[config.mk]
export PLATFORM = sky130hd
export DESIGN_NAME = svm_stream_classifier_flat
export DESIGN_NICKNAME = d
export VERILOG_FILES = /design/src/rtl/svm_stream_classifier_if.sv /design/src/rtl/svm_stream_classifier.sv /design/src/flat_wrapper.sv
export SDC_FILE = /design/constraint.sdc
export NUM_CORES = 2
export LEC_CHECK = 0
export CAP_MARGIN = 20
export CORE_UTILIZATION = 25
export DETAILED_ROUTE_END_ITERATION = 10
export MAX_ROUTING_LAYER = met4
export PLACE_DENSITY = 0.43
export SLEW_MARGIN = 20
export SYNTH_ARGS = -nofsm -noshare
export SYNTH_HDL_FRONTEND = slang
export SYNTH_SLANG_ARGS = --single-unit
[constraint.sdc]
create_clock -name clk -period 38 [get_ports clk]
set_input_delay 5.7 -clock clk [delete_from_list [all_inputs] [get_ports clk]]
set_output_delay 5.7 -clock clk [all_outputs]
set_load 0.05 [all_outputs]
[src/rtl/svm_stream_classifier_if.sv]
// svm_stream_classifier_if: config, test-vector and result ports of the SVM classifier
interface svm_stream_classifier_if #(
  parameter int DATA_W   = 16,
  parameter int ACCUM_W  = 40,
  parameter int NUM_FEAT = 2,
  parameter int NUM_SV   = 3,
  parameter int TAG_W    = 8
);
  localparam int AW = NUM_SV > 1 ? $clog2(NUM_SV) : 1;
  logic                         cfg_we;
  logic [AW-1:0]                cfg_addr;
  logic [NUM_FEAT*DATA_W-1:0]   cfg_sv;
  logic [DATA_W-1:0]            cfg_alpha;
  logic                         cfg_bias_we;
  logic [DATA_W-1:0]            cfg_bias;
  logic                         cfg_ready;
  logic                         s_valid;
  logic                         s_ready;
  logic [NUM_FEAT*DATA_W-1:0]   s_data;
  logic                         m_valid;
  logic                         m_ready;
  logic [ACCUM_W-1:0]           m_score;
  logic                         m_class;
  logic [TAG_W-1:0]             m_tag;
  modport master (
    output cfg_we, cfg_addr, cfg_sv, cfg_alpha, cfg_bias_we, cfg_bias, s_valid, s_data, m_ready,
    input  cfg_ready, s_ready, m_valid, m_score, m_class, m_tag
  );
  modport slave (
    input  cfg_we, cfg_addr, cfg_sv, cfg_alpha, cfg_bias_we, cfg_bias, s_valid, s_data, m_ready,
    output cfg_ready, s_ready, m_valid, m_score, m_class, m_tag
  );
endinterface

[src/rtl/svm_stream_classifier.sv]
// svm_stream_classifier: streaming linear-kernel SVM, one support vector per cycle.
// Define SATURATE_EN to clamp terms and sums instead of wrapping modulo 2^ACCUM_W.
module svm_stream_classifier #(
  parameter int DATA_W   = 16,
  parameter int ACCUM_W  = 40,
  parameter int NUM_FEAT = 2,
  parameter int NUM_SV   = 3,
  parameter int TAG_W    = 8
) (
  input logic clk,
  input logic rst,
  svm_stream_classifier_if.slave bus
);
  localparam int SW = NUM_SV > 1 ? $clog2(NUM_SV) : 1;
  localparam int PW = 3 * DATA_W + $clog2(NUM_FEAT) + 2;
  localparam int W  = (PW > ACCUM_W ? PW : ACCUM_W) + 2;

  typedef enum logic [1:0] {IDLE, RUN, OUT} state_t;

  state_t                    state_q, state_d;
  logic signed [DATA_W-1:0]  sv_q [NUM_SV][NUM_FEAT];
  logic signed [DATA_W-1:0]  sv_d [NUM_SV][NUM_FEAT];
  logic signed [DATA_W-1:0]  alpha_q [NUM_SV];
  logic signed [DATA_W-1:0]  alpha_d [NUM_SV];
  logic signed [DATA_W-1:0]  x_q [NUM_FEAT];
  logic signed [DATA_W-1:0]  x_d [NUM_FEAT];
  logic signed [DATA_W-1:0]  bias_q, bias_d;
  logic signed [ACCUM_W-1:0] acc_q, acc_d, score_q, score_d;
  logic [SW-1:0]             sv_i_q, sv_i_d;
  logic [TAG_W-1:0]          tag_q, tag_d;
  logic signed [W-1:0]       dot;
  logic signed [ACCUM_W-1:0] term, sum, total;
  logic                      cfg_ok;

  // Values arrive wide enough to be exact; bring them back into ACCUM_W.
  function automatic logic signed [ACCUM_W-1:0] reduce(input logic signed [W-1:0] v);
`ifdef SATURATE_EN
    return (&v[W-1:ACCUM_W-1] || ~|v[W-1:ACCUM_W-1]) ? v[ACCUM_W-1:0] :
           v[W-1] ? {1'b1, {(ACCUM_W-1){1'b0}}} : {1'b0, {(ACCUM_W-1){1'b1}}};
`else
    return v[ACCUM_W-1:0];
`endif
  endfunction

  assign cfg_ok        = state_q == IDLE;
  assign bus.cfg_ready = cfg_ok;
  assign bus.s_ready   = cfg_ok;
  assign bus.m_valid   = state_q == OUT;
  assign bus.m_score   = score_q;
  assign bus.m_class   = (state_q == OUT) && !score_q[ACCUM_W-1];
  assign bus.m_tag     = tag_q;

  always_comb begin
    dot = '0;
    for (int f = 0; f < NUM_FEAT; f++) dot = dot + W'(sv_q[sv_i_q][f]) * W'(x_q[f]);
    term  = reduce(dot * W'(alpha_q[sv_i_q]));
    sum   = reduce(W'(acc_q) + W'(term));
    total = reduce(W'(sum) + W'(bias_q));
  end

  always_comb begin
    state_d = state_q;
    sv_d    = sv_q;
    alpha_d = alpha_q;
    bias_d  = bias_q;
    x_d     = x_q;
    acc_d   = acc_q;
    score_d = score_q;
    sv_i_d  = sv_i_q;
    tag_d   = tag_q;
    for (int k = 0; k < NUM_SV; k++)
      if (cfg_ok && bus.cfg_we && int'(bus.cfg_addr) == k) begin
        alpha_d[k] = bus.cfg_alpha;
        for (int f = 0; f < NUM_FEAT; f++) sv_d[k][f] = bus.cfg_sv[f*DATA_W +: DATA_W];
      end
    if (cfg_ok && bus.cfg_bias_we) bias_d = bus.cfg_bias;
    case (state_q)
      IDLE: if (bus.s_valid) begin
        for (int f = 0; f < NUM_FEAT; f++) x_d[f] = bus.s_data[f*DATA_W +: DATA_W];
        acc_d   = '0;
        sv_i_d  = '0;
        state_d = RUN;
      end
      RUN: begin
        acc_d = sum;
        if (sv_i_q == SW'(NUM_SV - 1)) begin
          score_d = total;
          state_d = OUT;
        end else sv_i_d = sv_i_q + 1'b1;
      end
      OUT: if (bus.m_ready) begin
        tag_d   = tag_q + 1'b1;
        state_d = IDLE;
      end
      default: state_d = IDLE;
    endcase
  end

  always_ff @(posedge clk or posedge rst) begin
    if (rst) begin
      state_q <= IDLE;
      sv_q    <= '{default: '0};
      alpha_q <= '{default: '0};
      x_q     <= '{default: '0};
      bias_q  <= '0;
      acc_q   <= '0;
      score_q <= '0;
      sv_i_q  <= '0;
      tag_q   <= '0;
    end else begin
      state_q <= state_d;
      sv_q    <= sv_d;
      alpha_q <= alpha_d;
      x_q     <= x_d;
      bias_q  <= bias_d;
      acc_q   <= acc_d;
      score_q <= score_d;
      sv_i_q  <= sv_i_d;
      tag_q   <= tag_d;
    end
  end
endmodule
[src/flat_wrapper.sv]
// flat-port wrapper written by rule: the top's interface ports become plain ports
module svm_stream_classifier_flat 
#(
  parameter int DATA_W   = 16,
  parameter int ACCUM_W  = 40,
  parameter int NUM_FEAT = 2,
  parameter int NUM_SV   = 3,
  parameter int TAG_W    = 8
)
  (clk, rst, bus_cfg_we, bus_cfg_addr, bus_cfg_sv, bus_cfg_alpha, bus_cfg_bias_we, bus_cfg_bias, bus_s_valid, bus_s_data, bus_m_ready, bus_cfg_ready, bus_s_ready, bus_m_valid, bus_m_score, bus_m_class, bus_m_tag);
  svm_stream_classifier_if #(.DATA_W(DATA_W), .ACCUM_W(ACCUM_W), .NUM_FEAT(NUM_FEAT), .NUM_SV(NUM_SV), .TAG_W(TAG_W)) bus_i ();
  input logic clk;
  input logic rst;
  input wire logic [$bits(bus_i.cfg_we)-1:0] bus_cfg_we;
  input wire logic [$bits(bus_i.cfg_addr)-1:0] bus_cfg_addr;
  input wire logic [$bits(bus_i.cfg_sv)-1:0] bus_cfg_sv;
  input wire logic [$bits(bus_i.cfg_alpha)-1:0] bus_cfg_alpha;
  input wire logic [$bits(bus_i.cfg_bias_we)-1:0] bus_cfg_bias_we;
  input wire logic [$bits(bus_i.cfg_bias)-1:0] bus_cfg_bias;
  input wire logic [$bits(bus_i.s_valid)-1:0] bus_s_valid;
  input wire logic [$bits(bus_i.s_data)-1:0] bus_s_data;
  input wire logic [$bits(bus_i.m_ready)-1:0] bus_m_ready;
  output wire logic [$bits(bus_i.cfg_ready)-1:0] bus_cfg_ready;
  output wire logic [$bits(bus_i.s_ready)-1:0] bus_s_ready;
  output wire logic [$bits(bus_i.m_valid)-1:0] bus_m_valid;
  output wire logic [$bits(bus_i.m_score)-1:0] bus_m_score;
  output wire logic [$bits(bus_i.m_class)-1:0] bus_m_class;
  output wire logic [$bits(bus_i.m_tag)-1:0] bus_m_tag;
  assign bus_i.cfg_we = bus_cfg_we;
  assign bus_i.cfg_addr = bus_cfg_addr;
  assign bus_i.cfg_sv = bus_cfg_sv;
  assign bus_i.cfg_alpha = bus_cfg_alpha;
  assign bus_i.cfg_bias_we = bus_cfg_bias_we;
  assign bus_i.cfg_bias = bus_cfg_bias;
  assign bus_i.s_valid = bus_s_valid;
  assign bus_i.s_data = bus_s_data;
  assign bus_i.m_ready = bus_m_ready;
  assign bus_cfg_ready = bus_i.cfg_ready;
  assign bus_s_ready = bus_i.s_ready;
  assign bus_m_valid = bus_i.m_valid;
  assign bus_m_score = bus_i.m_score;
  assign bus_m_class = bus_i.m_class;
  assign bus_m_tag = bus_i.m_tag;
  svm_stream_classifier #(.DATA_W(DATA_W), .ACCUM_W(ACCUM_W), .NUM_FEAT(NUM_FEAT), .NUM_SV(NUM_SV), .TAG_W(TAG_W)) u_core (.clk(clk), .rst(rst), .bus(bus_i));
endmodule
---- After elaboration in Yosys (flattened, before gate mapping) ----
Cells that the tools add are included.
operators by class
  bitwise operators ....................... 1
  divide/modulo/power cells ............... 0
  shift operators ......................... 0
  add/subtract/negate cells ............... 5
  equality and inequality tests ........... 9
  multiply operators ...................... 3
  reduce and logical (&&, ||, !) cells .... 16
  muxes and demuxes ....................... 15
  $lt $le $gt $ge ......................... 1
operators with widths
  operator             number
  $pmux 40 s2          1
  $bmux 32 s2          1
  $mul 16x16->32       2
  $mux 32              2
  $add 53x53->53       1
  $mul 53x16->40       1
  $add 40x16->40       1
  $add 40x40->40       1
  $mux 40              1
  $bmux 16 s2          1
  $mux 16              2
  $mux 2               5
  $add 8x1->8 const B  1
  $eq 2x2->1 const B   4
  $reduce_and 2->1     4
  $logic_and 1x1->1    6
  $ne 2x2->1 const B   3
  $pmux 2 s3           1
  $reduce_and 3->1     2
  $logic_not 2->1      2
  $pmux 2 s2           1
  $ge 3x3->1 const B   1
  $not 2->3            1
  $add 2x1->2 const B  1
  4 further kinds      4
storage, ports and cells
  bits in latches ......................... 0
  ROM bits ................................ 0
  memories ................................ 0
  bits in writable memories ............... 0
  register bits after elaboration ......... 284
  output and inout bits ................... 52
  bits of input ports ..................... 104
  logic and storage cells ................. 67

---- Depth between registers and ports, before layout ----
  word-level depth ........................ 9
  depth in mapped cells ................... 70
  mapped depth without buffers ............ 64

---- Least setup slack after synthesis ----
No wires, ideal clock.
  path kind ............................... register -> register
  from .................................... register u_core.sv_i_q[1]
  to ...................................... register u_core.score_q[37], in the netlist u_core.bus.m_score[37]
  period minus slack after synthesis ...... 16.370 ns
  setup time .............................. 0.125 ns
  stages on the path, launching flop included .. 64
  slack ................................... 21.630 ns
  data required time ...................... 37.875 ns
  path buffers ............................ 7
  arrival time ............................ 16.245 ns
  cell sequence ........................... dfrtp_1 > clkbuf_1 > clkbuf_1 > clkbuf_1 > buf_1 > mux2i_1 > o22ai_1 > clkbuf_1 > nand2_1 > fa_1 > fa_1 > fa_1 > fa_1 > inv_1 > fa_1 > inv_1 > fa_1 > inv_1 > [28 not listed] > nor3_1 > o21a_1 > o21ba_2 > o21bai_1 > a21o_1 > a21oi_1 > xnor2_1 > ha_1 > and4_1 > a221oi_1 > nor3b_1 > a21boi_1 > o21bai_1 > a21o_1 > a2111oi_0 > o2111ai_1 > xor2_1 > mux2_2
on the way
  longest elaborated chain between the ends .. 9
  elaborated cells on any way between the ends .. 15
  classes of those cells .................. add/sub (3); mul (3); eq/ne (1); mux (6); bitwise (1); reduce/logical (1)
RTL lines
  element                                     RTL line                                                  RTL
  start, declared                             svm_stream_classifier.sv:29                               logic [SW-1:0] sv_i_q, sv_i_d;
  start signal, assigned                      svm_stream_classifier.sv:118                              sv_i_q <= sv_i_d;
  $not 2->3 (implied by the code)             svm_stream_classifier.sv:55, svm_stream_classifier.sv:56
  $bmux 32 s2                                 svm_stream_classifier.sv:55                               for (int f = 0; f < NUM_FEAT; f++) dot = dot + W'(sv_q[sv_i_q][f]) * W'(x_q[f]);
  $mux 32 (implied by the code) (2 in a row)  svm_stream_classifier.sv:55
  $mul 16x16->32                              svm_stream_classifier.sv:55
  $add 53x53->53                              svm_stream_classifier.sv:55
  $mul 53x16->40                              svm_stream_classifier.sv:56                               term = reduce(dot * W'(alpha_q[sv_i_q]));
  $add 40x40->40                              svm_stream_classifier.sv:57                               sum = reduce(W'(acc_q) + W'(term));
  $add 40x16->40                              svm_stream_classifier.sv:58                               total = reduce(W'(sum) + W'(bias_q));
  end signal, assigned                        svm_stream_classifier.sv:117                              score_q <= score_d;
  end, declared                               svm_stream_classifier.sv:28                               logic signed [ACCUM_W-1:0] acc_q, acc_d, score_q, score_d;
Parallel ways exist; a longest one is shown, timed or not. The select of a mux whose other input is x is not followed.
A chain may end at the register's enable or synchronous reset.

---- Worst setup path in the final report ----
Same ends and word-level chain as after synthesis.

==> impl_metrics.py <==
metrics = {
    "routing": {
        "drc": 0,
        "vias": 36767,
        "firstDrtPassIters": 5,
        "drt-vias-per-instance": 4.36,
        "routed_wl_mm": 151,
        "drt-initial-drc-count": 1674,
        "ant_nets": 0,
        "routedWlPerCell_um": 17.9,
    },
    "global_routing": {
        "grt_pass1_vias": 40939,
        "grt_max_degree": 82,
        "top_usage_layer": "met2",
        "use_met2_pct": 25.0,
        "grt_use_total_pct": 15.5,
        "overflow": 0,
        "antenna_found_initial": 1,
        "grt_pass1_wl_mm": 245,
        "met3_usage_pct": 1.50,
        "grt_util_met1_pct": 21.4,
    },
    "yosys": {
        "syn_area_um2": 51500,
        "synthArstFlopShare_pct": 100,
        "synth-main-ff-cell": "dfrtp_1",
        "synth_area_per_cell_um2": 9.17,
        "ys_ff_latch": 284,
        "synthCells": 5613,
        "synth_edf_count": 0,
        "ys_warn_count": 0,
        "syn_nets": 7048,
        "yosysSeqAreaShare_pct": 13.8,
        "synth.distinct_cells": 82,
    },
    "placed_design": {
        "place.gp.congestion": 0.849,
        "dp_hpwl_mm": 123,
        "port_buffers": 155,
    },
    "die": {
        "dieArea_um2": 208000,
        "die_y_um": 456,
        "core-area_um2": 205000,
        "die-width_um": 456,
        "pin_count": 156,
        "rows": 166,
        "initial_core_util_pct": 25.2,
    },
    "finish": {
        "final_util_pct": 28.3,
        "nets": 7152,
        "layout-drive-gt1-share_pct": 6.70,
        "syn2layout_area_growth_pct": 12.4,
        "fillerInstances": 21724,
    },
    "clocking": {
        "post_cts_buffers": 0,
        "htreeDepth": 2,
        "path_clk_slew_ns": 0.06,
        "cts-hold-fix-buffers": 0,
        "worstSkewPairLatency_ns": 0.62,
        "clk_path_buf_depth": 3,
        "cts_made_buffers": 39,
        "root_buffer": "clkbuf_16",
        "clock-sinks": 284,
        "cts.repair.resized": 0,
        "cts_tree": "yes",
    },
    "sta": {
        "hold_slack_ns": 0.477,
        "clock_skew_ns": 0.0187,
        "setup_tns_ns": 0,
        "slew-limit-headroom_pct": 27.2,
        "final.period_utilization_pct": 46.9,
        "setup_viol": 0,
        "finalCriticalPeriod_ns": 17.82,
        "max_freq_ghz": 0.0561,
        "hold_violations": 0,
        "rsz0062_at_grt": "no",
        "drv_slew": 0,
        "tightestPinTransition_ns": 1.08,
    },
    "hold_path": {
        "worstHoldEndpoint": "u_core.bus.m_tag[7]",
        "min_from": "u_core.bus.m_tag[7]",
        "min_path_cells": 1,
        "min_path_type": "reg2reg",
    },
    "critical_path": {
        "cp_max_fo": 44,
        "worst_setup_path_end_kind": "flop",
        "reg2regPathDepth": 60,
        "r2r_start": "u_core.sv_i_q[1]",
        "slowest_delay_ns": 0.86,
        "r2r-end": "u_core.bus.m_score[37]",
        "critPathLaunchType": "flop",
        "worst_ep_arrival_time_ns": 18.31,
        "cp_common_cell": "fa_1",
        "critPathSlowestCell": "dfrtp_4",
        "regToRegSetupSlack_ns": 20.18,
        "cp.required_ns": 38.49,
        "crit_type": "reg2reg",
    },
    "run_status": {
        "status": "completed",
    },
    "run": {
        "maxCapViolations": 0,
    },
}
==> flip-flops by register name (all words and copies together), names as in the netlist <==
signal / cells
u_core.bus.m_score: 40
u_core.sv_q: 96
u_core.bus.m_tag: 8
u_core.alpha_q: 48
u_core.state_q: 2
u_core.bias_q: 16
u_core.x_q: 32
u_core.acc_q: 40
u_core.sv_i_q: 2
==> cells by family after synthesis <==
| logic type | share of synthesized area [%] |
|---|---|
| AOI/OAI and AO/OA | 6.65 |
| adders and majority gates | 46.7 |
| and+or+nand+nor | 14.0 |
| buffers and inverters | 10.5 |
| xor gates and xnor gates | 3.79 |
| muxes | 4.58 |
| DFF | 13.8 |
==> how the worst max path moves through the flow <==
stage	start	to	slack (ns)
5_1_grt	u_core.sv_i_q[1]	u_core.bus.m_score[39]	18.91
3_5_place_dp	u_core.sv_i_q[1]	u_core.bus.m_score[37]	20.27
4_1_cts	u_core.sv_i_q[1]	u_core.bus.m_score[37]	20.17
2_1_floorplan	u_core.sv_i_q[1]	u_core.bus.m_score[37]	21.63
3_3_place_gp	u_core.sv_i_q[1]	u_core.bus.m_score[37]	20.29
6_report	u_core.sv_i_q[1]	u_core.bus.m_score[37]	20.18
==> synth_stat cells (all sizes together), types with 11 or more instances <==
library cell  instances  area [um^2]
xnor2               155         1380
mux2                165         1860
nor3                 25          125
a211oi               12         95.1
inv                1237         4640
a21oi               141          709
ha                  351         4390
o21ai               123          616
and2                295         1850
dfrtp               284         7110
nor2                324         1220
o22ai                31          194
a21o                 74          563
nand2b               38          238
clkbuf              179          672
nor2b                18          113
fa                  980        19600
and3                 15         93.8
o31ai                11         82.6
nand2               780         2930
mux2i                50          500
o21bai               26          195
nand3                47          235
buf                  25          104
o21a                 28          210
xor2                 54          473
==> critical path: cells and delay by family, from the launching register on <==
kind / cells / cell delay (ns)
AO/OA/AOI/OAI: 20 / 5.12
buffers and inverters: 9 / 1.29
multiplexers: 2 / 0.43
XOR/XNOR: 4 / 1.44
flip-flops: 1 / 0.86
adder cells (fa/ha/maj): 16 / 6.96
AND/OR/NAND/NOR: 9 / 1.47
==> metrics by stage <==
step                      area, um^2  setup WS, ns  cells
after detailed placement       56500         20.27   8364
after global placement         56500         20.29   8364
after floorplan                51500         21.63   5613
after CTS                      57800         20.17   8435
after global routing           57800         18.91   8435
final                          57800         20.18   8436
==> routing by layer <==
metal / up-vias / wire (um)
li1: 17180 / -
met1: 18932 / 73200
met2: 540 / 70800
met3: 115 / 4770
met4: 0 / 2220
met5: - / 0
==> cell type report <==
class | instances | area, um^2 | share of cell area, %
timing repair buffer | 267 | 2390 | 4.14
clock buffer | 52 | 1100 | 1.90
inverter | 1237 | 4650 | 8.04
antenna | 1 | 2.50 | 0.00433
sequential | 284 | 7120 | 12.3
tap | 2688 | 3360 | 5.82
clock inverter | 19 | 206 | 0.357
multi-input combinational | 3888 | 39000 | 67.4
==> cells in the final DEF, fill, tap and decap left out, types with 9 or more instances in the layout <==
master,synthesis,layout
a211oi_1,11,11
a21o_1,73,73
a21oi_1,140,138
a31oi_1,10,9
and2_1,295,294
and3_1,15,15
buf_4,1,112
clkbuf_16,0,40
clkdlybuf4s50_1,0,155
dfrtp_1,284,281
fa_1,980,980
ha_1,351,351
inv_1,1236,1235
mux2_2,165,165
mux2i_1,50,50
nand2_1,779,775
nand2b_1,38,38
nand3_1,47,47
nor2_1,324,322
nor2b_1,18,17
nor3_1,25,24
nor3b_1,9,9
o21a_1,28,28
o21ai_0,114,112
o21bai_1,26,26
o22ai_1,31,29
o31ai_1,11,11
xnor2_1,153,153
xor2_1,54,54
Power is left out: the tool's default activity adds up to more than one toggle a clock period on the data nets, which glitch-free logic cannot reach.
